## config.mk

```make
export PLATFORM = sky130hd
export DESIGN_NAME = pulse_peak_detect
export DESIGN_NICKNAME = d
export VERILOG_FILES = /design/src/rtl/pulse_peak_detect.sv
export SDC_FILE = /design/constraint.sdc
export NUM_CORES = 1
export LEC_CHECK = 0
export ABC_AREA = 0
export ABC_CLOCK_PERIOD_IN_PS = 5100
export CORE_UTILIZATION = 61
export DETAILED_ROUTE_END_ITERATION = 7
export MAX_ROUTING_LAYER = met4
export PLACE_DENSITY = 0.93
export REMOVE_ABC_BUFFERS = 1
export SETUP_SLACK_MARGIN = 0.05
export SLEW_MARGIN = 25
export SYNTH_ARGS = -nofsm -noshare
export SYNTH_HDL_FRONTEND = slang
export SYNTH_SLANG_ARGS = --single-unit
```

## constraint.sdc

```tcl
create_clock -name clk -period 5.1 [get_ports clk]
set_input_delay 0.51 -clock clk [delete_from_list [all_inputs] [get_ports clk]]
set_output_delay 0.51 -clock clk [all_outputs]
set_load 0.05 [all_outputs]
```

## src/rtl/pulse_peak_detect.sv

```systemverilog
// Pulse peak detector: threshold trigger, running-max tracking, fall-confirmed peak, and a scaled,
// saturated amplitude plus timestamp over valid/ready. Optional macro: PILEUP_REJECT_EN.
module pulse_peak_detect #(
  parameter int NBITS_IN     = 28,
  parameter int NBITS_OUT    = 16,
  parameter int THRESHOLD    = 200,
  parameter int FALL_CONFIRM = 3,
  parameter int MAX_RISE     = 1024,
  parameter int HOLDOFF      = 64,
  parameter int SHIFT        = 4,
  parameter int NBITS_TS     = 32
) (
  input  logic                       clk,
  input  logic                       rst_n,
  input  logic signed [NBITS_IN-1:0] in,
  output logic [NBITS_OUT-1:0]       pk_amp,
  output logic [NBITS_TS-1:0]        pk_ts,
  output logic                       pk_valid,
  input  logic                       pk_ready,
  output logic                       busy,
  output logic [15:0]                drop_cnt,
  output logic [15:0]                err_cnt
);

  localparam int RW = $clog2(MAX_RISE + 1);
  localparam int FW = $clog2(FALL_CONFIRM + 1);
  localparam int HW = $clog2(HOLDOFF + 1);
  localparam logic signed [NBITS_IN-1:0] THR     = NBITS_IN'(THRESHOLD);
  localparam logic signed [NBITS_IN-1:0] AMP_MAX = NBITS_IN'((64'd1 << NBITS_OUT) - 64'd1);

  typedef enum logic [1:0] {S_IDLE, S_RISE, S_HOLD} state_t;

  state_t                     r_state;
  logic signed [NBITS_IN-1:0] r_peak;
  logic [NBITS_TS-1:0]        r_ts;
  logic [NBITS_TS-1:0]        r_ts_lat;
  logic [RW-1:0]              r_rise_cnt;
  logic [FW-1:0]              r_fall_cnt;
  logic [HW-1:0]              r_hold_cnt;
  logic                       r_valid;
  logic [NBITS_OUT-1:0]       r_amp;
  logic [NBITS_TS-1:0]        r_pk_ts;
  logic [15:0]                r_drop_cnt;
  logic [15:0]                r_err_cnt;

  logic                       w_above;
  logic                       w_new_max;
  logic signed [NBITS_IN-1:0] w_peak_nxt;
  logic signed [NBITS_IN-1:0] w_shifted;
  logic [FW-1:0]              w_fall_nxt;
  logic [RW-1:0]              w_rise_nxt;
  logic                       w_confirm;
  logic                       w_pileup;
  logic                       w_emit;
  logic                       w_err;
  logic                       w_xfer;
  logic [NBITS_OUT-1:0]       w_amp;

  always_comb begin
    // NOTE: operands are declared signed so every compare and >>> is two's-complement;
    // one unsigned operand would silently turn the whole expression unsigned.
    w_above    = (in > THR);
    w_new_max  = (in >= r_peak);
    w_peak_nxt = w_new_max ? in : r_peak;
    w_fall_nxt = w_new_max ? '0 : r_fall_cnt + 1'b1;
    w_rise_nxt = r_rise_cnt + 1'b1;
    w_confirm  = (w_fall_nxt == FW'(FALL_CONFIRM)) || !w_above;
    w_shifted  = w_peak_nxt >>> SHIFT;
    // NOTE: every branch assigns w_amp, so no latch is inferred.
    if (w_shifted[NBITS_IN-1])      w_amp = '0;
    else if (w_shifted > AMP_MAX)   w_amp = '1;
    else                            w_amp = w_shifted[NBITS_OUT-1:0];
  end

`ifdef PILEUP_REJECT_EN
  logic signed [NBITS_IN-1:0] r_prev;

  always_ff @(posedge clk or negedge rst_n) begin
    if (!rst_n) r_prev <= '0;
    else        r_prev <= in;
  end

  // A sharp re-rise after the peak has started falling means a second pulse landed on the first.
  assign w_pileup = (r_fall_cnt != '0) && (in > r_prev + THR);
`else
  assign w_pileup = 1'b0;
`endif

  assign w_emit = (r_state == S_RISE) && !w_pileup && w_confirm;
  assign w_err  = (r_state == S_RISE) && (w_pileup || (!w_confirm && (w_rise_nxt == RW'(MAX_RISE))));
  assign w_xfer = r_valid && pk_ready;

  always_ff @(posedge clk or negedge rst_n) begin
    if (!rst_n) begin
      r_state    <= S_IDLE;
      r_peak     <= '0;
      r_ts       <= '0;
      r_ts_lat   <= '0;
      r_rise_cnt <= '0;
      r_fall_cnt <= '0;
      r_hold_cnt <= '0;
      r_valid    <= 1'b0;
      r_amp      <= '0;
      r_pk_ts    <= '0;
      r_drop_cnt <= '0;
      r_err_cnt  <= '0;
    end else begin
      // NOTE: non-blocking assignments so every register samples pre-edge values.
      r_ts <= r_ts + 1'b1;

      // Output holding register: a new event only replaces the held one if it is leaving this cycle.
      if (w_emit) begin
        if (!r_valid || w_xfer) begin
          r_valid <= 1'b1;
          r_amp   <= w_amp;
          r_pk_ts <= r_ts_lat;
        end else if (r_drop_cnt != 16'hFFFF) begin
          r_drop_cnt <= r_drop_cnt + 16'd1;
        end
      end else if (w_xfer) begin
        r_valid <= 1'b0;
      end

      if (w_err && (r_err_cnt != 16'hFFFF)) r_err_cnt <= r_err_cnt + 16'd1;

      case (r_state)
        S_IDLE: begin
          if (w_above) begin
            r_state    <= S_RISE;
            r_peak     <= in;
            r_ts_lat   <= r_ts;
            r_fall_cnt <= '0;
            r_rise_cnt <= RW'(1);
          end
        end
        S_RISE: begin
          if (w_emit || w_err) begin
            r_state    <= S_HOLD;
            r_hold_cnt <= '0;
          end else begin
            r_peak     <= w_peak_nxt;
            r_fall_cnt <= w_fall_nxt;
            r_rise_cnt <= w_rise_nxt;
          end
        end
        S_HOLD: begin
          if ((r_hold_cnt >= HW'(HOLDOFF)) && !w_above) r_state <= S_IDLE;
          else if (r_hold_cnt != HW'(HOLDOFF))          r_hold_cnt <= r_hold_cnt + 1'b1;
        end
        default: r_state <= S_IDLE;
      endcase
    end
  end

  assign pk_amp   = r_amp;
  assign pk_ts    = r_pk_ts;
  assign pk_valid = r_valid;
  assign busy     = (r_state != S_IDLE);
  assign drop_cnt = r_drop_cnt;
  assign err_cnt  = r_err_cnt;

endmodule

```

==> run_results.csv <==
group,metric,value,unit
floorplanning,rows,45,
drt,wl_per_cell,18.3,um
power_and_ir_drop,power.density,436,nW/um2
synthesis,yosysTopAreaCellShare,50.6,%
critical_path,critPathLaunchType,"input pin",
power_and_ir_drop,leakage,5.25,nW
clock_network,cts.hold.buffers_added,0,
timing,setup-violations-final,0,
clock_network,clkSlewWorstSetupHoldPaths,0.07,ns
timing,drv_slew,0,
critical_path,cp.arrival,4.17,ns
final_layout,mostFrequentLayoutCell,"dfrtp_1",
run_status,status,"completed",
global_routing,grt_pass1_vias,7109,
synthesis,synth_edf_count,0,
final_layout,finalNetCount,1010,
final_layout,seqCellArea,4880,um2
clock_network,cts_setup_buffers,0,
critical_path,worst-path-max-fanout,48,
clock_network,cts_root_buffer,"clkbuf_16",
placed_design,preCtsSetupSlack,0.906,ns
final_layout,drive_gt1_share,17.6,%
synthesis,synth_top_cells_by_area,"dfrtp_1 51%, mux2_2 8.4%, ha_1 4.5%, xnor2_1 3.8%, mux2_4 3.6%",
critical_path,crit_slowest_cell,"o22a_1",
floorplanning,start_util,63.0,%
timing,finalSetupTns,0,ns
critical_path,crit_required,5.42,ns
synthesis,synthFlopType,"dfrtp_1",
critical_path,critPathBufInv,2,
placed_design,dp_hpwl,14000,um
power_and_ir_drop,p_total,0.00502,W
drt,vias,7072,
synthesis,yosysWarnings,0,
synthesis,yosysTopAreaCell,"dfrtp_1",
timing,final.setup_skew,0.0105,ns
clock_network,clock_sinks,195,
floorplanning,die_w,128,um
placed_design,routabilityCongestion,0.847,
final_layout,syn2layout_area_growth,19.4,%
drt,vias_per_cell,6.05,
drt,drc_errors,0,
synthesis,synthCells,835,
clock_network,clk_latency,0.44,ns
synthesis,syn_avg_cell_area,11.6,um2
clock_network,tritoncts,"done",
drt,first_iter_violations,672,
timing,tightest_slew,0.950,ns
critical_path,crit_type,"input pin to flip-flop",
timing,setup_ws,1.24,ns
global_routing,antenna_found_initial,0,
global_routing,met2_usage,46.0,%
drt,drt_wl_total,21400,um
synthesis,synthArstFlopShare,100,%
global_routing,grt_pass1_wl,35600,um
synthesis,yosysSeqAreaShare,50.6,%
synthesis,synth_cell_types,60,
timing,fmax,259,MHz
critical_path,critPathTopFamily,"compound AO/OA/AOI/OAI gates",
job,cap_violations,0,
global_routing,track_usage,28.7,%
final_layout,final_cell_mix,"195 x dfrtp_1, 111 x clkdlybuf4s50_1, 72 x mux2_2",
global_routing,grt_busiest_layer,"met2",
placed_design,io_buffers,112,
clock_network,cts-resized-gates,0,
timing,period_share,75.6,%
final_layout,n_antenna_cell,0,
clock_network,h-tree-depth,4,
critical_path,max_stage_delay,0.69,ns
timing,rsz0062_at_grt,"false",
final_layout,multi_input_area,4420,um2
floorplanning,die_area,16300,um2
timing,hold_viol_final,0,
drt,ant_nets,0,
global_routing,grt-ovfl-total,0,
synthesis,syn_area,9650,um2
power_and_ir_drop,irDropWorstVdd,0.254,mV
global_routing,grt.met1_usage,37.1,%
clock_network,clk_path_buf_depth,2,
global_routing,global_route.usage.met3,5.55,%
floorplanning,io_pins,113,
hold_path,hold_path.class,"input pin to async pin",
critical_path,crit_chain,"clkdlybuf4s50_1 > ha_1 > nand4_1 > nor3_1 > a22o_1 > o22a_1 > o21ai_2 > nand3_2 > buf_4 > mux2_2",
floorplanning,core_area,15300,um2
critical_path,cp-end-kind,"flip-flop",
drt,first_pass_iters,5,
clock_network,numCtsBuffers,17,
timing,period_needed,3.86,ns
final_layout,n_fill_cell,972,
timing,slew_headroom,36.7,%
synthesis,synth-seq-cells,195,
floorplanning,die_y,128,um
global_routing,grt_max_degree,119,
-- cell usage after synthesis (4+ instances only) --
cell type,count
a21oi_1,16
a22o_1,19
and3_1,14
and4_1,5
buf_2,13
buf_6,6
clkbuf_1,11
dfrtp_1,195
ha_1,35
inv_1,49
mux2_2,72
mux2_4,23
nand2_1,43
nand3_1,60
nand4_1,33
nor2_1,29
nor2b_1,4
nor3_1,18
nor4_1,17
nor4_2,7
o21a_1,4
o21ai_0,36
o21ai_2,4
o22a_1,9
xnor2_1,42
xor2_1,22
-- path summary, 6_finish.rpt --
path                             from          to  slack (ns)  cells past startpoint
max in group asynchronous       rst_n  r_peak[19]        3.81                      2
min reg2reg                  r_ts[31]    r_ts[31]        0.48                      1
max                            in[27]   pk_ts[11]        1.24                     10
min in group clk             r_ts[31]    r_ts[31]        0.48                      1
max reg2reg                r_peak[27]   pk_ts[11]        1.40                     10
min                             rst_n  err_cnt[8]        0.17                      1
-- per-layer routing --
| metal | vias to the layer above | wire length (um) | part of all wire (%) |
|---|---|---|---|
| li1 | 3241 | - | - |
| met1 | 3553 | 9410 | 44 |
| met2 | 240 | 10500 | 49 |
| met3 | 38 | 1070 | 5.0 |
| met4 | 0 | 429 | 2.0 |
| met5 | - | 0 | 0 |
-- cell families (layout without fill, tap and decap cells) --
| group | after synthesis | in the layout | share of synthesized area (%) |
|---|---|---|---|
| adders and majority gates | 35 | 35 | 4.54 |
| and+or+nand+nor | 250 | 250 | 14.5 |
| buffers and inverters | 80 | 202 | 3.79 |
| muxes | 98 | 98 | 12.3 |
| DFF | 195 | 195 | 50.6 |
| xor gates and xnor gates | 64 | 64 | 5.81 |
| AOI/OAI and AO/OA | 113 | 113 | 8.52 |
-- area by class of cell --
| type | count | share of cell area [%] |
|---|---|---|
| clock buffers | 18 | 3.81 |
| clock inverters | 14 | 1.26 |
| inverters | 49 | 1.60 |
| multi-input cells | 560 | 38.3 |
| flip-flops and latches | 195 | 42.4 |
| well taps | 211 | 2.29 |
| repair buffers | 121 | 10.4 |
-- power by group --
part | internal, W | switching, W | total, W
Combinational | 0.000698 | 0.000971 | 0.00167
Sequential | 0.00181 | 0.000221 | 0.00203
Clock | 0.000705 | 0.000622 | 0.00133
-- worst register-to-register path, delay by kind of cell (launching register included) --
family                   cells  cell delay (ns)
buffers and inverters        2             0.61
AO/OA/AOI/OAI                3             1.09
adder cells (fa/ha/maj)      1             0.46
multiplexers                 1             0.45
AND/OR/NAND/NOR              3             0.62
flip-flops                   1             0.36
-- per-stage QoR --
step                      hold slack, ns  instance area, um2  instances  utilization (%)
final                              0.169               11500       1168             75.2
after global routing               0.247               11500       1168             75.2
after CTS                          0.227               11500       1168             75.2
after detailed placement           0.459               10900       1136             71.4
after global placement             0.457               10900       1136             71.4
after floorplan                    0.214                9460        804                -
-- sequential cells by signal (all words and copies together) (netlist names) --
signal and count:
pk_amp 16, drop_cnt 16, r_peak 28, pk_ts 32, pk_valid 1, r_state 2
r_hold_cnt 7, r_ts_lat 32, r_fall_cnt 2, err_cnt 16, r_ts 32, r_rise_cnt 11
Power figures use the tool's default switching activity.
